## config.mk

```make
export PLATFORM = sky130hd
export DESIGN_NAME = vga_cursor_renderer
export DESIGN_NICKNAME = d
export VERILOG_FILES = /design/src/rtl/vga_cursor_renderer.sv
export SDC_FILE = /design/constraint.sdc
export NUM_CORES = 1
export LEC_CHECK = 0
export ABC_CLOCK_PERIOD_IN_PS = 2400
export CAP_MARGIN = 10
export CORE_UTILIZATION = 52
export DETAILED_ROUTE_END_ITERATION = 10
export HOLD_SLACK_MARGIN = 0.12
export PLACE_DENSITY_LB_ADDON = 0.05
export SLEW_MARGIN = 5
export SYNTH_ARGS = -nofsm -noshare
export SYNTH_HDL_FRONTEND = slang
export SYNTH_SLANG_ARGS = --single-unit
```

## constraint.sdc

```tcl
create_clock -name clk -period 2.4 [get_ports clk]
set_input_delay 0.48 -clock clk [delete_from_list [all_inputs] [get_ports clk]]
set_output_delay 0.48 -clock clk [all_outputs]
set_load 0.02 [all_outputs]
```

## src/rtl/vga_cursor_renderer.sv

```systemverilog
// vga_cursor_renderer
//   VGA timing generator (640x480@60 by default) that draws a filled square
//   cursor over a solid background. The cursor position is sampled once per
//   frame, on entry to vertical blanking, so the drawn cursor never tears.
//   The timing geometry and the cursor reset position are parameters. Their
//   defaults give the standard 640x480 mode with the cursor centred.
//   Optional feature: define CURSOR_BLINK_EN to blink the cursor, toggling
//   every BLINK_FRAMES frames.
module vga_cursor_renderer #(
  parameter int          PIX_DIV      = 2,
  parameter int          CURSOR_SIZE  = 16,
  parameter logic [23:0] CURSOR_RGB   = 24'hFFFFFF,
  parameter logic [23:0] BG_RGB       = 24'h000080,
  parameter int          BLINK_FRAMES = 30,
  parameter int          H_VIS        = 640,
  parameter int          H_FP         = 16,
  parameter int          H_SYNC       = 96,
  parameter int          H_BP         = 48,
  parameter int          V_VIS        = 480,
  parameter int          V_FP         = 10,
  parameter int          V_SYNC       = 2,
  parameter int          V_BP         = 33,
  parameter int          CUR_X_RST    = 320,
  parameter int          CUR_Y_RST    = 240
) (
  input  logic        clk,
  input  logic        reset,
  input  logic [10:0] cursor_x_pos,
  input  logic [10:0] cursor_y_pos,
  output logic        vga_hs,
  output logic        vga_vs,
  output logic        vga_blank_n,
  output logic [7:0]  vga_r,
  output logic [7:0]  vga_g,
  output logic [7:0]  vga_b,
  output logic [9:0]  pixel_x,
  output logic [9:0]  pixel_y
);

  localparam int DIV_W = (PIX_DIV > 1) ? $clog2(PIX_DIV) : 1;
  localparam logic [DIV_W-1:0] DIV_LAST = DIV_W'(PIX_DIV - 1);

  localparam logic [9:0] H_LAST   = 10'(H_VIS + H_FP + H_SYNC + H_BP - 1);
  localparam logic [9:0] H_VIS_L  = 10'(H_VIS);
  localparam logic [9:0] HS_FIRST = 10'(H_VIS + H_FP);
  localparam logic [9:0] HS_LAST  = 10'(H_VIS + H_FP + H_SYNC - 1);
  localparam logic [9:0] V_LAST   = 10'(V_VIS + V_FP + V_SYNC + V_BP - 1);
  localparam logic [9:0] V_VIS_L  = 10'(V_VIS);
  localparam logic [9:0] VS_FIRST = 10'(V_VIS + V_FP);
  localparam logic [9:0] VS_LAST  = 10'(V_VIS + V_FP + V_SYNC - 1);

  logic [DIV_W-1:0] div_cnt;
  logic             pix_en;
  logic [9:0]       h_cnt, v_cnt;
  logic [10:0]      cur_x, cur_y;
  logic             line_end, frame_end, vblank_entry;
  logic             visible, hit, cursor_vis;
  logic [11:0]      h12, v12, cx12, cy12, size12;

  assign pix_en       = (div_cnt == DIV_LAST);
  assign line_end     = pix_en && (h_cnt == H_LAST);
  assign frame_end    = line_end && (v_cnt == V_LAST);
  // Counters are about to step to (0, V_VIS): first blanking line.
  assign vblank_entry = line_end && (v_cnt == V_VIS_L - 10'd1);

  // Pixel-rate divider: one pix_en pulse every PIX_DIV clocks.
  always_ff @(posedge clk) begin
    if (reset || pix_en) div_cnt <= '0;
    else                 div_cnt <= div_cnt + DIV_W'(1);
  end

  // Raster counters, advanced once per pixel.
  always_ff @(posedge clk) begin
    if (reset) begin
      h_cnt <= '0;
      v_cnt <= '0;
    end else if (pix_en) begin
      if (h_cnt == H_LAST) begin
        h_cnt <= '0;
        v_cnt <= (v_cnt == V_LAST) ? 10'd0 : v_cnt + 10'd1;
      end else begin
        h_cnt <= h_cnt + 10'd1;
      end
    end
  end

  // Cursor position is captured only on entry to vblank to avoid tearing.
  always_ff @(posedge clk) begin
    if (reset) begin
      cur_x <= 11'(CUR_X_RST);
      cur_y <= 11'(CUR_Y_RST);
    end else if (vblank_entry) begin
      cur_x <= cursor_x_pos;
      cur_y <= cursor_y_pos;
    end
  end

`ifdef CURSOR_BLINK_EN
  localparam logic [15:0] BLINK_LAST = 16'(BLINK_FRAMES - 1);
  logic [15:0] frame_cnt;
  logic        blink_on;

  // Frame counter toggles blink_on every BLINK_FRAMES frame wraps.
  always_ff @(posedge clk) begin
    if (reset) begin
      frame_cnt <= '0;
      blink_on  <= 1'b1;
    end else if (frame_end) begin
      if (frame_cnt == BLINK_LAST) begin
        frame_cnt <= '0;
        blink_on  <= ~blink_on;
      end else begin
        frame_cnt <= frame_cnt + 16'd1;
      end
    end
  end

  assign cursor_vis = blink_on;
`else
  assign cursor_vis = 1'b1;
`endif

  // 12-bit compare so cur + CURSOR_SIZE cannot wrap; the cursor clips at
  // the right/bottom edges because those pixels are blanked anyway.
  assign h12    = {2'b00, h_cnt};
  assign v12    = {2'b00, v_cnt};
  assign cx12   = {1'b0, cur_x};
  assign cy12   = {1'b0, cur_y};
  assign size12 = 12'(CURSOR_SIZE);
  assign hit    = cursor_vis &&
                  (h12 >= cx12) && (h12 < cx12 + size12) &&
                  (v12 >= cy12) && (v12 < cy12 + size12);
  assign visible = (h_cnt < H_VIS_L) && (v_cnt < V_VIS_L);

  // Single output register stage: every output lags the counters by 1 clk.
  always_ff @(posedge clk) begin
    if (reset) begin
      vga_hs      <= 1'b1;
      vga_vs      <= 1'b1;
      vga_blank_n <= 1'b0;
      {vga_r, vga_g, vga_b} <= 24'h0;
      pixel_x     <= '0;
      pixel_y     <= '0;
    end else begin
      vga_hs      <= !((h_cnt >= HS_FIRST) && (h_cnt <= HS_LAST));
      vga_vs      <= !((v_cnt >= VS_FIRST) && (v_cnt <= VS_LAST));
      vga_blank_n <= visible;
      if (!visible)  {vga_r, vga_g, vga_b} <= 24'h0;
      else if (hit)  {vga_r, vga_g, vga_b} <= CURSOR_RGB;
      else           {vga_r, vga_g, vga_b} <= BG_RGB;
      pixel_x     <= h_cnt;
      pixel_y     <= v_cnt;
    end
  end

  // frame_end only feeds the optional blink logic.
  logic unused_ok;
  assign unused_ok = frame_end;

endmodule

```

# --- After elaboration in Yosys (flattened, before gate mapping) ---
# Index checks and enable logic that the tools add are counted.
word_totals:
  out_inout_bits: 47
  ff_bits: 82
  input_bits: 24
  elab_cells: 48
op_classes:
  bitwise: 1
  eq_ne: 3
  magnitude_cmp: 10
  addsub: 5
  reduce_logical: 13
  mux: 4
op_table:
  columns: ["cell", "n"]
  rows:
  - ["$add 11x5->12 const B", 2]
  - ["$lt 10x12->1", 2]
  - ["$ge 10x11->1", 2]
  - ["$add 10x1->10 const B", 2]
  - ["$eq 10x10->1 const B", 2]
  - ["$mux 10", 2]
  - ["$eq 10x9->1 const B", 1]
  - ["$ge 10x10->1 const B", 1]
  - ["$ge 10x9->1 const B", 1]
  - ["$le 10x10->1 const B", 1]
  - ["$le 10x9->1 const B", 1]
  - ["$lt 10x10->1 const B", 1]
  - ["$lt 10x9->1 const B", 1]
  - ["$logic_and 1x1->1", 8]
  - ["$mux 8", 1]
  - ["$mux 7", 1]
  - ["$logic_not 1->1", 2]
  - ["$reduce_and 2->1", 1]
  - ["$reduce_or 2->1", 1]
  - ["$add 1x1->1 const B", 1]
  - ["$logic_or 1x1->1", 1]
  - ["$not 1->1", 1]

# --- Depth between registers and ports, before layout ---
# Gate-level depths: netlist of run 1.
depth:
  depth_word: 6
  depth_mapped: 8
  depth_no_buf: 8

# --- Least setup slack after synthesis of run 1 ---
# OpenSTA, ideal clock, no wires.
synth_path:
  kind: "flip-flop to flip-flop"
  start: "reg cur_x[4]"
  end: "reg vga_g[6]"
  t_required_ns: 2.286
  path_buffers: 0
  path_stages_with_launch: 9
  arrival_time_ns: 1.868
  synth_period_minus_slack_ns: 1.983
  path_slack_ns: 0.417
  setup_time_ns: 0.114
  cell_sequence: "dfxtp_1 -> ha_1 -> nand3_1 -> xnor2_1 -> ha_1 -> a211oi_1 -> o21ai_0 -> o221a_2 -> a2111oi_0"
synth_between:
  elab_chain_len: 6
  elab_cells_between_ends: 7
  classes_between: "add/sub: 1; order compare: 2; mux: 1; reduce/logical: 3"
synth_rtl:
  columns: ["element", "line_no", "rtl"]
  rows:
  - ["start: declaration", "55", "logic [10:0] cur_x, cur_y;"]
  - ["start signal: assignment", "90", "cur_x <= 11'(CUR_X_RST);"]
  - ["start signal: assignment", "93", "cur_x <= cursor_x_pos;"]
  - ["$add 11x5->12", "131", "(h12 >= cx12) && (h12 < cx12 + size12) &&"]
  - ["$lt 10x12->1", "131", null]
  - ["$logic_and 1x1->1 (*) (2 in a row)", "131", null]
  - ["$logic_and 1x1->1 (*)", "132", "(v12 >= cy12) && (v12 < cy12 + size12);"]
  - ["$mux 8 (*)", "149", "else if (hit) {vga_r, vga_g, vga_b} <= CURSOR_RGB;"]
  - ["end signal: assignment", "148", "if (!visible) {vga_r, vga_g, vga_b} <= 24'h0;"]
  - ["end signal: assignment", "149", null]
  - ["end signal: assignment", "150", "else {vga_r, vga_g, vga_b} <= BG_RGB;"]
  - ["end: declaration", "34", "output logic [7:0] vga_g,"]
# Mark *: on every way between the ends. The rest lies on a longest branch, timed or not.
# A chain may end at the register's enable or synchronous reset.

# --- Worst setup path after layout of run 1 ---
layout_path:
  start: "reg cur_y[4]"
  end: "reg vga_g[6]"
layout_between:
  elab_chain_len: 4
  elab_cells_between_ends: 6
  classes_between: "add/sub: 1; order compare: 2; mux: 1; reduce/logical: 2"
layout_rtl:
  columns: ["element", "line_no", "rtl"]
  rows:
  - ["start: declaration", "55", null]
  - ["start signal: assignment", "91", "cur_y <= 11'(CUR_Y_RST);"]
  - ["start signal: assignment", "94", "cur_y <= cursor_y_pos;"]
  - ["$add 11x5->12 / $ge 10x11->1 (equally long branches)", "132", null]
  - ["$lt 10x12->1 / $logic_and 1x1->1 (equally long branches)", "132, 131", null]
  - ["$logic_and 1x1->1 (*)", "132", null]
  - ["$mux 8 (*)", "149", null]
# Marks and branches as above.

==> run_results.csv, run 1 <==
group,metric,value,unit
outcome,status,"finished, final reports clean",
worst_setup_path,end_kind,"flop",
power,swShare,23.8,%
synth,syn_inst,406,
sta,max_slew_margin,65.3,%
routing,first_iter_violations,144,
cts,clk_pin_slew,0.08,ns
floorplanning,rows,30,
worst_setup_path,cp_max_fo,5,
final_layout,num_antenna_cells,0,
job,max-cap-violations,0,
grt,antenna_found_initial,0,
final_layout,layout.cells.non_filler,562,
routing,avgRoutedWirePerCell,13.2,µm
cts,cts_root_buf,"clkbuf_8",
worst_setup_path,slowest_delay,0.40,ns
sta,rsz0062_at_grt,"false",
grt,top_usage_layer,"met2",
synth,ys.flop_type,"dfxtp_1",
final_layout,final_common_cell,"clkdlybuf4s50_1",
synth,synth-edff-count,0,
synth,synth.distinct_cells,49,
cts,cts-resized-gates,0,
worst_setup_path,path_buf_inv,1,
routing,firstDrtPassIters,4,
power,p_leak,1.79,nW
cts,clock-sinks,68,
cts,cts_hold_buf,0,
final_layout,area_growth,22.3,%
sta,clock_skew,0.0120,ns
synth,ys_warn_count,0,
worst_setup_path,cp_top_family,"compound AO/OA/AOI/OAI gates",
worst_setup_path,worstPathCellList,"inv_1 -> nor3_1 -> xnor2_1 -> ha_1 -> a21o_1 -> a211oi_1 -> o311ai_0 -> a2111oi_1",
placed_design,gp_congestion,0.872,
cts,numCtsBuffers,9,
routing,drt-vias-per-instance,5.07,
power,p_clk_share,39.2,%
routing,drt-total-wl,7400,µm
cts,htree_levels,3,
hold_path,min_path_type,"primary input to flop",
grt,met1_usage,29.2,%
routing,ant_nets,0,
sta,hold_violations,0,
grt,grt_first_pass_wirelength,12300,µm
final_layout,nets,524,
placed_design,placed_cells,547,
worst_setup_path,worstPathRequired,2.63,ns
worst_setup_path,arrival,2.46,ns
floorplanning,initial_core_util,54.1,%
final_layout,layout-drive-gt1-share,8.15,%
floorplanning,die-area,7410,µm²
floorplanning,die_h,86.1,µm
routing,via_count,2848,
synth,seq_area_frac_synth,37.0,%
cts,worstSkewPairLatency,0.34,ns
power,internal_power,0.00155,W
cts,cts_setup_buffers,0,
sta,fmax,449,MHz
grt,grt-ovfl-total,0,
placed_design,port_buffers,70,
power,vdd_drop_max,0.344,mV
sta,maxSlewViolCount,0,
synth,synth_area,3680,µm²
synth,synth_nets,468,
sta,worst_slew_pin_slew,0.520,ns
cts,cts.path.max_buffers,2,
sta,post-route-period-util,92.8,%
sta,whs,0.435,ns
power,powerDensity,453,nW/µm²
synth,avgSynthCellArea,9.06,µm²
final_layout,nFillCells,574,
placed_design,hpwl,5380,µm
synth,async_reset_ff_share,0,%
worst_setup_path,worstSetupStartpointType,"flop",
sta,setup_viol,0,
cts,tritoncts,"yes",
worst_setup_path,slowest_stage,"dfxtp_1",
sta,finalCriticalPeriod,2.23,ns
grt,grt_pass1_vias,2642,
power,seq_power_share,56.1,%
sta,tns,0,ns
grt,grt.total_usage,21.4,%
floorplanning,coreArea,6790,µm²
power,comb_power_share,4.7,%
power,p_sw,0.000486,W
synth,synth-seq-cells,68,
grt,met2_usage,33.6,%
routing,post-route-drc-count,0,
grt,grt_util_met3,3.46,%
floorplanning,io_pins,71,
final_layout,final_cell_mix,"clkdlybuf4s50_1 (69), dfxtp_1 (66), nor2_1 (49)",
grt,grt_max_degree,33,
floorplanning,die_width,86.1,µm
worst_setup_path,crit_type,"flop to flop",
-- area by class of cell --
| class | count | area (µm²) | share of cell area [%] |
|---|---|---|---|
| multi-input cells | 272 | 1940 | 43.2 |
| flip-flops and latches | 68 | 1360 | 30.3 |
| repair buffers | 83 | 806 | 17.9 |
| clock buffers | 10 | 128 | 2.84 |
| well taps | 96 | 120 | 2.67 |
| inverters | 28 | 105 | 2.34 |
| clock inverters | 5 | 30.0 | 0.668 |
-- state kept, by name, summed over array words and instances (netlist names) --
signal	count
cur_x	11
cur_y	11
h_cnt	10
pixel_x	10
pixel_y	10
v_cnt	10
div_cnt	1
vga_b	1
vga_blank_n	1
vga_g	1
vga_hs	1
vga_vs	1
-- cell families (layout without fill, tap and decap cells) --
logic type                 Yosys count  in the layout  synth area share [%]
AOI/OAI and AO/OA                   56             56                  9.80
xor gates and xnor gates            21             21                  5.00
adders and majority gates           38             38                  12.9
buffers and inverters               66            126                  10.1
DFF                                 68             68                  37.0
muxes                               19             19                  5.21
and+or+nand+nor                    138            138                  19.9
-- Yosys cell counts (all sizes together) (2+ instances only) --
library cell / n / area [µm²]
xor2: 5 / 43.8
nor4: 3 / 33.8
a211oi: 5 / 37.5
inv: 28 / 105
a21oi: 21 / 105
ha: 38 / 475
a41oi: 2 / 17.5
buf: 29 / 233
o21ai: 9 / 45.0
dfxtp: 68 / 1360
clkbuf: 9 / 35.0
a2111oi: 2 / 17.5
xnor2: 16 / 140
nand3: 14 / 70.1
mux2i: 18 / 180
o211ai: 4 / 30.0
nor2b: 18 / 113
nand4: 8 / 65.1
nand2: 14 / 52.6
nand2b: 3 / 18.8
or2: 2 / 12.5
a21o: 5 / 37.5
nor3: 12 / 60.1
nor2: 49 / 184
or3: 5 / 31.3
and3: 3 / 18.8
-- per-stage QoR --
stage | setup WS [ns] | util, % | total power [W] | instance area (µm²)
2_1_floorplan | 0.417 | - | 0.00121 | 3680
3_3_place_gp | 0.322 | 63.8 | 0.00126 | 4340
3_5_place_dp | 0.150 | 63.8 | 0.00127 | 4340
4_1_cts | 0.126 | 66.1 | 0.00206 | 4490
5_1_grt | 0.00159 | 66.2 | 0.00212 | 4500
6_report | 0.172 | 66.2 | 0.00204 | 4500
-- power groups by stage --
| stage | clock network, W | registers, W | logic [W] |
|---|---|---|---|
| 2_1_floorplan | 0 | 0.00117 | 0.0000378 |
| 3_3_place_gp | 0 | 0.00117 | 0.0000956 |
| 3_5_place_dp | 0 | 0.00117 | 0.0000970 |
| 4_1_cts | 0.000819 | 0.00114 | 0.0000973 |
| 5_1_grt | 0.000870 | 0.00114 | 0.000106 |
| 6_report | 0.000799 | 0.00114 | 0.0000964 |
-- per-layer routing --
metal / wire length (µm) / vias to the layer above
met1: 3710 / 1286
met5: 0 / -
met2: 3360 / 60
met3: 219 / 10
met4: 108 / 0
li1: - / 1492
-- final timing paths --
check,from,to,slack (ns),cells after the start
worst max-delay path,cur_y[4]$_SDFFE_PP1P_,vga_g[6]$_SDFF_PP0_,0.17,8
worst min-delay path,reset,vga_b[7]$_SDFF_PP0_,0.44,4
worst min register to register,cur_y[1]$_SDFFE_PP0P_,cur_y[1]$_SDFFE_PP0P_,0.50,2
worst max register to register,cur_y[4]$_SDFFE_PP1P_,vga_g[6]$_SDFF_PP0_,0.17,8
-- worst min-delay path: stages --
cell and delay, ns:
buf_2 0.10, nor2_1 0.04, nand2_1 0.06, a41oi_1 0.04
(Power assumes the default switching activity.)
==> inputs of run 2 (changes only) <==
--- a/config.mk
+++ b/config.mk
@@ -7,7 +7,7 @@
 export LEC_CHECK = 0
 export ABC_CLOCK_PERIOD_IN_PS = 2400
 export CAP_MARGIN = 10
-export CORE_UTILIZATION = 52
+export CORE_UTILIZATION = 39
 export DETAILED_ROUTE_END_ITERATION = 10
 export HOLD_SLACK_MARGIN = 0.12
 export PLACE_DENSITY_LB_ADDON = 0.05
==> run_results.csv, run 2 (same netlist as run 1, synthesis figures left out) <==
group,metric,value,unit
outcome,status,"finished, final reports clean",
sta,finalCriticalPeriod,2.18,ns
worst_setup_path,end_kind,"flop",
grt,grt-ovfl-total,0,
cts,clk_pin_slew,0.08,ns
cts,clock-sinks,68,
floorplanning,coreArea,9200,µm²
cts,worstSkewPairLatency,0.34,ns
grt,grt_first_pass_wirelength,12700,µm
sta,setup_viol,0,
cts,cts_root_buf,"clkbuf_8",
sta,fin_ws,0.220,ns
routing,firstDrtPassIters,4,
worst_setup_path,worstPathCellList,"ha_1 -> nand3_1 -> xnor2_1 -> ha_1 -> a211oi_1 -> o21ai_0 -> o221a_2 -> a2111oi_1",
floorplanning,die-area,9820,µm²
worst_setup_path,regToRegSetupSlack,0.22,ns
worst_setup_path,cp_max_fo,6,
routing,drt-total-wl,7590,µm
final_layout,largestRegisters,"cur_x: 11 flops, cur_y: 11 flops",
grt,antenna_found_initial,0,
grt,grt_pass1_vias,2596,
routing,routed-wl-met3,267,µm
final_layout,finish.utilization,50.0,%
grt,grt.total_usage,16.3,%
sta,hold_violations,0,
final_layout,seqCellArea,1360,µm²
final_layout,num_antenna_cells,0,
final_layout,area_growth,25.0,%
sta,worst_slew_pin_slew,0.472,ns
hold_path,whs_endpoint,"vga_b[7]$_SDFF_PP0_",
sta,fmax,459,MHz
floorplanning,initial_core_util,40.0,%
placed_design,gp_congestion,0.839,
routing,post-route-drc-count,0,
sta,max_slew_margin,68.5,%
worst_setup_path,worstPathRequired,2.63,ns
placed_design,port_buffers,70,
cts,cts_hold_buf,0,
sta,clock_skew,0.00952,ns
final_layout,final_cell_mix,"clkdlybuf4s50_1 (69), dfxtp_1 (66), nor2_1 (49)",
worst_setup_path,slowest_delay,0.41,ns
hold_path,hp-start,"reset",
sta,maxSlewViolCount,0,
placed_design,place_ws,0.113,ns
sta,post-route-period-util,90.8,%
routing,met1_length,3990,µm
placed_design,hpwl,5570,µm
worst_setup_path,worstSetupStartpointType,"flop",
routing,top_layer,"met4",
final_layout,nets,523,
sta,tns,0,ns
floorplanning,io_pins,71,
power,p_leak,1.83,nW
final_layout,final_common_cell,"clkdlybuf4s50_1",
floorplanning,rows,35,
routing,first_iter_violations,44,
worst_setup_path,r2r_cells,8,
final_layout,layout.cells.non_filler,577,
worst_setup_path,slowest_stage,"dfxtp_1",
final_layout,final_area,4600,µm²
worst_setup_path,r2r-end,"vga_g[6]$_SDFF_PP0_",
worst_setup_path,cpMostUsedCell,"ha_1",
cts,cts.path.max_buffers,2,
floorplanning,die_h,99.1,µm
worst_setup_path,r2r-start,"cur_x[4]$_SDFFE_PP0P_",
grt,grt_max_degree,32,
hold_path,holdPathStages,4,
placed_design,placed_cell_area,4350,µm²
hold_path,min_path_type,"primary input to flop",
routing,drt-vias-per-instance,4.88,
placed_design,placed_cells,561,
job,max-cap-violations,0,
routing,avgRoutedWirePerCell,13.2,µm
routing,ant_nets,0,
power,vdd_drop_max,0.258,mV
final_layout,nFillCells,874,
routing,via_count,2818,
cts,htree_levels,3,
sta,rsz0062_at_grt,"false",
worst_setup_path,arrival,2.41,ns
final_layout,layout-drive-gt1-share,8.37,%
final_layout,multi_input_area,1950,µm²
floorplanning,die_width,99.1,µm
cts,tritoncts,"yes",
power,powerDensity,520,nW/µm²
routing,wl_met2,3230,µm
cts,numCtsBuffers,9,
worst_setup_path,crit_type,"flop to flop",
run 2: changes by cell type in the layout (fill, tap and decap cells not counted), sizes merged:
cell / change
buf: -1
bufinv: +3
clkinvlp: -2
run 2: worst max-delay path by stage:
stage	cells past startpoint	endpoint	from
finish	8	vga_g[6]$_SDFF_PP0_	cur_x[4]$_SDFFE_PP0P_
global route	8	vga_g[6]$_SDFF_PP0_	cur_x[4]$_SDFFE_PP0P_
CTS	8	vga_g[6]$_SDFF_PP0_	cur_y[4]$_SDFFE_PP1P_
detailed placement	8	vga_g[6]$_SDFF_PP0_	cur_y[4]$_SDFFE_PP1P_
global placement	8	vga_g[6]$_SDFF_PP0_	cur_y[4]$_SDFFE_PP1P_
floorplan	8	vga_g[6]$_SDFF_PP0_	cur_x[4]$_SDFFE_PP0P_
run 2: per-layer routing:
layer,track usage (%),vias up
li1,-,1489
met2,23.6,70
met5,0,-
met1,23.5,1248
met3,4.01,11
met4,5.88,0
run 2: metrics by stage:
| stage | total power (W) | hold WS [ns] |
|---|---|---|
| 6_report | 0.00239 | 0.490 |
| 5_1_grt | 0.00249 | 0.484 |
| 4_1_cts | 0.00243 | 0.472 |
| 3_5_place_dp | 0.00127 | 0.490 |
| 3_3_place_gp | 0.00127 | 0.475 |
| 2_1_floorplan | 0.00121 | 0.460 |
run 2: power breakdown:
part	switching [W]	internal (W)	total (W)	leakage (nW)
registers	0.00000777	0.00114	0.00114	0.548
logic	0.0000429	0.0000540	0.0000969	1.16
clock network	0.000457	0.000693	0.00115	0.120
total	0.000508	0.00188	0.00239	1.83
run 2: final cells by class:
| type | instances | share of cell area, % |
|---|---|---|
| Multi-Input combinational cell | 272 | 42.4 |
| Sequential cell | 68 | 29.7 |
| Timing Repair Buffer | 82 | 17.4 |
| Tap cell | 111 | 3.02 |
| Clock buffer | 10 | 2.78 |
| Clock inverter | 6 | 2.45 |
| Inverter | 28 | 2.29 |
run 2: timing repair:
| item | CTS | global route |
|---|---|---|
| gates resized for setup | 0 | 4 |
| setup buffers | 0 | 0 |
| endpoints found under the setup margin | 0 | 1 |
run 2: critical path: cells and delay by family, from the launching register on:
kind | cells | cell delay [ns]
AOI/OAI and AO/OA | 4 | 0.88
and+or+nand+nor | 1 | 0.10
DFF | 1 | 0.41
adders and majority gates | 2 | 0.52
xor gates and xnor gates | 1 | 0.14
==> inputs of run 3 (changes only) <==
--- a/config.mk
+++ b/config.mk
@@ -9,6 +9,7 @@
 export CAP_MARGIN = 10
 export CORE_UTILIZATION = 39
 export DETAILED_ROUTE_END_ITERATION = 10
+export DONT_BUFFER_PORTS = 1
 export HOLD_SLACK_MARGIN = 0.12
 export PLACE_DENSITY_LB_ADDON = 0.05
 export SLEW_MARGIN = 5
==> run_results.csv, run 3 (same netlist as run 1, synthesis figures left out) <==
group,metric,value,unit
outcome,status,"finished, final reports clean",
placed_design,hpwl,5490,µm
job,max-cap-violations,0,
worst_setup_path,worstSetupStartpointType,"flop",
final_layout,layout.cells.non_filler,508,
cts,htree_levels,3,
placed_design,placed_cells,492,
grt,grt_pass1_vias,2529,
sta,whs,0.183,ns
worst_setup_path,arrival,2.41,ns
final_layout,nets,454,
routing,firstDrtPassIters,4,
sta,fmax,461,MHz
final_layout,num_antenna_cells,0,
final_layout,largestRegisters,"cur_x: 11 flops, cur_y: 11 flops",
cts,cts.path.max_buffers,2,
floorplanning,die-area,9820,µm²
routing,via_count,2588,
cts,cts_setup_buffers,0,
sta,finalCriticalPeriod,2.17,ns
routing,post-route-drc-count,0,
final_layout,nFillCells,917,
final_layout,final_cell_mix,"dfxtp_1 (65), nor2_1 (49), ha_1 (38)",
grt,grt.total_usage,17.0,%
routing,drt-vias-per-instance,5.09,
floorplanning,die_h,99.1,µm
final_layout,area_growth,7.08,%
routing,avgRoutedWirePerCell,15.2,µm
sta,post-route-period-util,90.5,%
worst_setup_path,worstPathRequired,2.64,ns
sta,hold_violations,0,
power,p_leak,1.59,nW
routing,drt-total-wl,7720,µm
floorplanning,io_pins,71,
routing,met1_length,4060,µm
routing,ant_nets,0,
final_layout,layout-drive-gt1-share,10.3,%
cts,numCtsBuffers,9,
cts,cts_hold_buf,0,
placed_design,gp_congestion,0.894,
floorplanning,rows,35,
sta,max_slew_margin,66.7,%
cts,worstSkewPairLatency,0.35,ns
sta,maxSlewViolCount,0,
worst_setup_path,crit_type,"flop to flop",
cts,clock-sinks,68,
sta,worst_slew_pin_slew,0.499,ns
routing,wl_met2,3240,µm
routing,top_layer,"met4",
cts,cts_root_buf,"clkbuf_8",
grt,grt_max_degree,59,
worst_setup_path,end_kind,"flop",
worst_setup_path,cp_max_fo,5,
floorplanning,initial_core_util,40.0,%
routing,first_iter_violations,78,
grt,grt-ovfl-total,0,
placed_design,port_buffers,0,
floorplanning,coreArea,9200,µm²
power,powerDensity,604,nW/µm²
sta,setup_viol,0,
grt,antenna_found_initial,0,
cts,clk_pin_slew,0.08,ns
hold_path,min_path_type,"primary input to flop",
grt,grt_first_pass_wirelength,13000,µm
final_layout,final_common_cell,"dfxtp_1",
cts,tritoncts,"yes",
worst_setup_path,regToRegSetupSlack,0.23,ns
power,vdd_drop_max,0.350,mV
routing,routed-wl-met3,347,µm
sta,clock_skew,0.0104,ns
floorplanning,die_width,99.1,µm
==> run 3: changes by cell type in the layout (fill, tap and decap cells not counted), sizes merged <==
cell	before	now
clkinv	3	2
clkbuf	10	12
clkdlybuf4s50	69	0
bufinv	3	2
==> run 3: layout make-up <==
class | instances | area [µm²] | area share, %
multi-input combinational | 272 | 1950 | 49.5
inverter | 28 | 105 | 2.67
tap | 111 | 139 | 3.53
clock inverter | 4 | 77.6 | 1.97
clock buffer | 12 | 176 | 4.48
timing repair buffer | 13 | 123 | 3.11
sequential | 68 | 1370 | 34.7
==> run 3: final timing paths <==
| path | from | to | cells past startpoint |
|---|---|---|---|
| setup / recovery | cur_x[5]$_SDFFE_PP0P_ | vga_g[6]$_SDFF_PP0_ | 8 |
| hold / removal | reset | pixel_y[7]$_SDFF_PP0_ | 1 |
| setup reg to reg | cur_x[5]$_SDFFE_PP0P_ | vga_g[6]$_SDFF_PP0_ | 8 |
| hold reg to reg | cur_x[2]$_SDFFE_PP0P_ | cur_x[2]$_SDFFE_PP0P_ | 2 |
==> run 3: worst max-delay path: stages, from the launching register on <==
cell	delay, ns
dfxtp_1	0.41
ha_1	0.23
nand3_1	0.11
xnor2_1	0.14
ha_1	0.30
a211oi_1	0.20
o21ai_0	0.12
o221a_2	0.23
a2111oi_1	0.33
==> run 3: routing by layer <==
metal  up-vias  GRT usage [%]
met4         0           5.43
li1       1345              -
met5         -              0
met2        68           24.3
met3         7           4.64
met1      1168           24.8
==> run 3: timing repair <==
action                                  CTS  global route
endpoints found under the setup margin    0             1
gates resized for setup                   0             4
endpoints found under the hold margin     0             0
==> run 3: report_power, final <==
| group | total, W | switching (W) | internal (W) |
|---|---|---|---|
| clock | 0.00120 | 0.000487 | 0.000710 |
| combinational | 0.0000345 | 0.0000184 | 0.0000162 |
| sequential | 0.00115 | 0.0000117 | 0.00113 |
| total | 0.00238 | 0.000517 | 0.00186 |
==> run 3: stage by stage <==
step | setup slack (ns) | area [µm²] | power, W | setup TNS, ns | utilization [%]
2_1_floorplan | 0.417 | 3680 | 0.00121 | 0 | -
3_3_place_gp | 0.278 | 3670 | 0.00121 | 0 | 40.0
3_5_place_dp | 0.208 | 3670 | 0.00121 | 0 | 40.0
4_1_cts | 0.184 | 3930 | 0.00240 | 0 | 42.7
5_1_grt | -0.0627 | 3940 | 0.00247 | -0.0627 | 42.8
6_report | 0.229 | 3940 | 0.00238 | 0 | 42.8
